`config.mk`:
```
export PLATFORM = sky130hd
export DESIGN_NAME = remote_cmd_sched
export DESIGN_NICKNAME = d
export VERILOG_FILES = /design/src/rtl/comm_ctrl_pkg.sv /design/src/rtl/rr_arbiter.sv /design/src/rtl/remote_cmd_sched.sv
export SDC_FILE = /design/constraint.sdc
export NUM_CORES = 1
export LEC_CHECK = 0
export BUFFER_PORTS_ARGS = -buffer_cell sky130_fd_sc_hd__buf_2
export CAP_MARGIN = 40
export CORE_MARGIN = 5
export CORE_UTILIZATION = 52
export DETAILED_ROUTE_END_ITERATION = 10
export PLACE_DENSITY = 0.8
export SYNTH_ARGS = -nofsm -noshare
export SYNTH_HDL_FRONTEND = slang
export SYNTH_HIERARCHICAL = 1
export SYNTH_SLANG_ARGS = --single-unit
```
`constraint.sdc`:
```
create_clock -name clk -period 4.4 [get_ports clk]
set_input_delay 0.44 -clock clk [delete_from_list [all_inputs] [get_ports clk]]
set_output_delay 0.44 -clock clk [all_outputs]
set_load 0.05 [all_outputs]
```
`src/rtl/comm_ctrl_pkg.sv`:
```
// Shared types and response codes for the remote command scheduler.
package comm_ctrl_pkg;

  typedef enum logic [2:0] {
    IDLE,
    SEND,
    WAIT_SNT,
    WAIT_RESP,
    DONE
  } sched_state_t;

  localparam logic [7:0] RESP_ACK  = 8'hA5;
  localparam logic [7:0] RESP_NACK = 8'h5A;

endpackage

```
`src/rtl/rr_arbiter.sv`:
```
// Round-robin pick: first set request strictly after ptr_i, wrapping; purely combinational.
module rr_arbiter #(
  parameter int NREQ = 4,
  parameter int IW   = $clog2(NREQ)
) (
  input  logic [NREQ-1:0] req_i,
  input  logic [IW-1:0]   ptr_i,
  output logic [NREQ-1:0] gnt_o,
  output logic [IW-1:0]   idx_o
);

  logic          found;
  logic [IW-1:0] cand;

  always_comb begin
    gnt_o = '0;
    idx_o = '0;
    found = 1'b0;
    cand  = '0;
    for (int k = 1; k <= NREQ; k++) begin
      cand = IW'((int'(ptr_i) + k) % NREQ);
      if (!found && req_i[cand]) begin
        found       = 1'b1;
        gnt_o[cand] = 1'b1;
        idx_o       = cand;
      end
    end
  end

endmodule

```
`src/rtl/remote_cmd_sched.sv`:
```
// Arbitrates NREQ requesters onto one UART command link with NACK/timeout resends.
// Requesters hold req until their done pulse; one idle cycle separates transactions.
module remote_cmd_sched
  import comm_ctrl_pkg::*;
#(
  parameter int NREQ      = 4,
  parameter int RESP_TO   = 1000000,
  parameter int MAX_RETRY = 2
) (
  input  logic               clk,
  input  logic               rst,
  input  logic [NREQ-1:0]    req,
  input  logic [16*NREQ-1:0] req_cmd,
  output logic [NREQ-1:0]    done,
  output logic [7:0]         resp_data,
  output logic               resp_err,
  output logic               busy,
  output logic               snd_cmd,
  output logic [15:0]        cmd,
  input  logic               cmd_snt,
  input  logic               resp_rx_rdy,
  input  logic [7:0]         resp_rx_data,
  output logic               resp_clr_rx_rdy
);

  localparam int IW = $clog2(NREQ);
  localparam int CW = (RESP_TO > 1) ? $clog2(RESP_TO) : 1;
  localparam int RW = (MAX_RETRY > 0) ? $clog2(MAX_RETRY + 1) : 1;

  sched_state_t  state_q, state_d;
  logic [IW-1:0] owner_q, owner_d;
  logic [IW-1:0] ptr_q, ptr_d;
  logic [15:0]   cmd_q, cmd_d;
  logic          busy_q, busy_d;
  logic [RW-1:0] retry_q, retry_d;
  logic [CW-1:0] to_cnt_q, to_cnt_d;
  logic [7:0]    resp_data_q, resp_data_d;
  logic          resp_err_q, resp_err_d;
  logic          clr;

  logic [NREQ-1:0] arb_gnt;
  logic [IW-1:0]   arb_idx;
  logic            arb_any;
  logic            can_retry;

  rr_arbiter #(.NREQ(NREQ)) u_arb (
    .req_i (req),
    .ptr_i (ptr_q),
    .gnt_o (arb_gnt),
    .idx_o (arb_idx)
  );

  assign arb_any   = |arb_gnt;
  assign can_retry = (retry_q < RW'(MAX_RETRY));

  always_comb begin
    state_d     = state_q;
    owner_d     = owner_q;
    ptr_d       = ptr_q;
    cmd_d       = cmd_q;
    busy_d      = busy_q;
    retry_d     = retry_q;
    to_cnt_d    = to_cnt_q;
    resp_data_d = resp_data_q;
    resp_err_d  = resp_err_q;
    clr         = 1'b0;
    unique case (state_q)
      IDLE: begin
        // A stale byte in the link must be drained before any grant.
        if (resp_rx_rdy) begin
          clr = 1'b1;
        end else if (arb_any) begin
          owner_d = arb_idx;
          cmd_d   = req_cmd[{arb_idx, 4'b0000} +: 16];
          busy_d  = 1'b1;
          state_d = SEND;
        end
      end
      SEND: begin
        to_cnt_d = '0;
        state_d  = WAIT_SNT;
      end
      WAIT_SNT: begin
        if (cmd_snt) begin
          to_cnt_d = '0;
          state_d  = WAIT_RESP;
        end
      end
      WAIT_RESP: begin
        to_cnt_d = to_cnt_q + CW'(1);
        if (resp_rx_rdy) begin
          clr         = 1'b1;
          resp_data_d = resp_rx_data;
          if (resp_rx_data == RESP_NACK && can_retry) begin
            retry_d = retry_q + RW'(1);
            state_d = SEND;
          end else begin
            resp_err_d = 1'b0;
            state_d    = DONE;
          end
        end else if (to_cnt_q == CW'(RESP_TO - 1)) begin
          if (can_retry) begin
            retry_d = retry_q + RW'(1);
            state_d = SEND;
          end else begin
            resp_data_d = 8'h00;
            resp_err_d  = 1'b1;
            state_d     = DONE;
          end
        end
      end
      DONE: begin
        ptr_d   = owner_q;
        busy_d  = 1'b0;
        retry_d = '0;
        state_d = IDLE;
      end
      default: state_d = IDLE;
    endcase
  end

  always_ff @(posedge clk or posedge rst) begin
    if (rst) begin
      state_q     <= IDLE;
      owner_q     <= '0;
      ptr_q       <= IW'(NREQ - 1);
      cmd_q       <= 16'h0000;
      busy_q      <= 1'b0;
      retry_q     <= '0;
      to_cnt_q    <= '0;
      resp_data_q <= 8'h00;
      resp_err_q  <= 1'b0;
    end else begin
      state_q     <= state_d;
      owner_q     <= owner_d;
      ptr_q       <= ptr_d;
      cmd_q       <= cmd_d;
      busy_q      <= busy_d;
      retry_q     <= retry_d;
      to_cnt_q    <= to_cnt_d;
      resp_data_q <= resp_data_d;
      resp_err_q  <= resp_err_d;
    end
  end

  always_comb begin
    done = '0;
    if (state_q == DONE) done[owner_q] = 1'b1;
  end

  assign busy            = busy_q;
  assign cmd             = cmd_q;
  assign resp_data       = resp_data_q;
  assign resp_err        = resp_err_q;
  assign snd_cmd         = (state_q == SEND);
  assign resp_clr_rx_rdy = clr;

endmodule

```
==> key figures <==
Synth
  • Main combinational cell family by area after synthesis: simple AND/OR/NAND/NOR gates
  • Unique masters post-synth: between 60 and 70
  • Post-Synth Simple-Gate Area: 21.4%
  • Primary FF master, synth: dfrtp_1
  • Post-synthesis sequential area ratio: 37.8%
  • Post-synth EDFFs: 0
  • Most frequent cells after synthesis: dfrtp_1 (53), nand2_1 (46), o21ai_0 (21)
  • Asr flop ratio synth: between 90% and 100%
  • FF+latch count, synth: 55
  • Post-Syn Instances: 356
  • Synthesized area per cell: 10.2 µm²
  • Adder-cell share of the synthesized area: 3.09%
  • Syn_nets: 445
  • Mapped cell area: 0.00365 mm²
  • XOR/XNOR Fraction of Synth Area: less than 1%
  • Leading area contributor after synthesis: dfrtp_1
  • Most common cell in the netlist: dfrtp_1
  • Multiplexer area fraction after synthesis: between 10% and 20%
  • Ranking of synthesized cells by area: dfrtp_1 (36%), mux4_2 (11%), mux2_2 (6.2%)
  • Compound-Gate Fraction of Synth Area: 13.8%
  • Synth Warn #: 6
  • Yosys top cell area share: 36.4%

Clocking
  • Max clock buf depth: 2
  • Post-cts sizing count: 0
  • Post-CTS Setup Bufs: 0
  • CTS tree: done
  • CTS clk-pin slew, worst paths: 0.10 ns
  • Num CTS Buffers: 5
  • Sink Count: 55
  • Clk Tree Root Cell: clkbuf_8
  • Hold_buf cts: 0
  • Worst-Skew Late Latency: between 0.3 and 0.4 ns
  • H-Tree Depth: 2

Worst setup path
  • CP peak stage delay: 0.75 ns
  • Critical path capture point type: register
  • CP dominant cell by count: buf_4
  • Critical Path RT: around 4.6 ns
  • Crit path launch type: register
  • Crit path cell chain: inv_1 > ha_1 > mux4_2 > nand2_1 > o21ai_0 > a221o_2 > nor4_1 > buf_4 > nor4_4 > buf_4 > mux2_2
  • Largest fanout on the critical path: 20
  • Crit Path Class: register to register
  • Flop2flop setup slack: approximately 0.9 ns
  • Slowest stage cell, crit path: dfstp_2
  • Critical path data arrival time: approximately 3.7 ns

Detailed routing
  • Vias per inst: 5.89
  • Routed wire length per instance: ~16 µm
  • WL final: around 9 mm
  • DR iter-0 viols: 127
  • Drt pass-1 iters: 4
  • DRC: 0
  • Antenna Nets Post-Route: 0
  • Vias: 3,243

Place
  • IO buf count: 111
  • DP HPWL: 6.90 mm
  • GP Congestion: around 0.91
  • Placed inst area: 0.00423 mm²

Finish
  • Post-route cell area: approximately 0.0043 mm²
  • Area Growth Syn to Fin: 18.3%
  • Layout cells sized above 1: 40.0%
  • Antenna Cells: 0
  • # nets final: 543
  • Finished Core Util: 63.5%

Timing
  • Final hold vios: 0
  • Final setup fails: 0
  • Min Clock Period, post-route: 3.51 ns
  • F_max: 285 MHz
  • Worst-Margin Slew: 0.888 ns
  • Hold WS: 0.305 ns
  • Slew Limit Headroom: around 40%
  • Post-route setup TNS: 0 ns
  • RSZ-0062 raised after global routing: no
  • Period utilization: 79.8%
  • Max-slew violation count: 0
  • Layout Skew: 0.0110 ns

GRT
  • First-pass GRT wire length: between 15 and 20 mm
  • Largest net degree at the start of global routing: 56
  • Vias in the first global route: 3,332
  • GRT Overall Usage: 21.7%
  • Initial antenna violation count: 0
  • Gr ovfl total: 0

Power and ir drop
  • Switch share: 48.6%
  • Power density cells: 676 mW/mm²
  • Total power: 2.91 mW
  • Internal Power: 1.50 mW
  • Register share of total power: about 29%
  • Pleak: 1.89 nW
  • Clk network pwr share: under 10%
  • Switching pwr: 1.42 mW
  • Peak supply drop: 0.441 mV
  • Combinational power share: 61.3%

Floorplan
  • Die W: 93.8 µm
  • Initial Util: about 54%
  • Standard-cell rows: 30
  • I/O pin count: 112
  • CORE AREA: 0.00679 mm²
  • Die Area: 0.00879 mm²
  • Die height: 93.8 µm

Outcome
  • Status: finished clean

Min path
  • Worst min path class: primary input to asynchronous set/reset pin

Job
  • Max cap viols: 0
## worst paths after layout
| kind | from | end | cells past startpoint |
|---|---|---|---|
| worst max-delay path | ptr_q[0] | cmd[5] | 11 |
| worst min-delay path | rst | resp_data[7] | 3 |
| worst max register to register | ptr_q[0] | cmd[5] | 11 |
| worst min register to register | cmd[8] | cmd[8] | 1 |
| max in group asynchronous | rst | cmd[8] | 3 |
| min in group clk | resp_rx_data[1] | resp_data[1] | 3 |
## cells by family after synthesis
family                   count (synthesis)
AND/OR/NAND/NOR                        138
AO/OA/AOI/OAI                           73
flip-flops                              55
multiplexers                            40
buffers and inverters                   37
adder cells (fa/ha/maj)                  9
XOR/XNOR                                 4
## cell type report
| type | instances | area (µm²) |
|---|---|---|
| Clock buffer | 5 | 68.8 |
| Multi-Input combinational cell | 264 | 2090 |
| Sequential cell | 55 | 1380 |
| Fill cell | 539 | 2480 |
| Clock inverter | 3 | 15.0 |
| Inverter | 11 | 41.3 |
| Tap cell | 96 | 120 |
| Timing Repair Buffer | 117 | 601 |
## power by group through the flow
stage          clock network [mW]  registers (mW)  logic, mW
6_report                    0.276           0.853       1.79
5_1_grt                     0.302           0.881       1.93
4_1_cts                     0.285           0.852       1.80
3_5_place_dp                    0           0.856       1.79
3_3_place_gp                    0           0.850       1.74
2_1_floorplan                   0            1.19       1.06
## registers in the layout, summed over array words and instances (netlist names), 2 cells and up
signal / cells
state_q: 3
retry_q: 2
ptr_q: 2
cmd: 16
owner_q: 2
resp_data: 8
to_cnt_q: 20
## critical path, delay by kind of cell, from the launching register on
family          cells  cell delay [ns]
compound gates      2             0.39
fa+ha+maj           1             0.52
buf+inv             3             0.60
flops               1             0.75
mux                 2             0.72
simple gates        3             0.41
## placed cells by master (no fill, tap or decap), types with 4 or more instances in the layout
| cell type | count |
|---|---|
| nor2b_1 | 4 |
| nand3b_1 | 4 |
| or4_1 | 10 |
| mux2_2 | 20 |
| a21oi_1 | 15 |
| nor4_1 | 5 |
| o31ai_1 | 9 |
| a221o_2 | 4 |
| nor3_1 | 8 |
| buf_4 | 6 |
| xnor2_1 | 4 |
| clkbuf_8 | 5 |
| nand2_1 | 46 |
| o21ai_0 | 21 |
| dfrtp_1 | 53 |
| nand3_1 | 9 |
| nand4_1 | 8 |
| nand2b_1 | 4 |
| nor2_1 | 13 |
| ha_1 | 9 |
| mux4_2 | 18 |
| buf_2 | 111 |
| inv_1 | 10 |
## routing by layer
layer	GRT usage, %	wire [µm]	vias to the layer above
met4	6.50	174	0
met1	27.3	3640	1568
met5	0	0	-
met3	6.01	682	15
met2	36.4	4500	115
li1	-	-	1545
## per-stage QoR
stage,setup WS (ns),std cells
after global placement,1.01,542
after global routing,0.596,551
after floorplan,0.974,356
final,0.888,551
after CTS,0.878,551
after detailed placement,0.887,543
(Power assumes the default switching activity.)
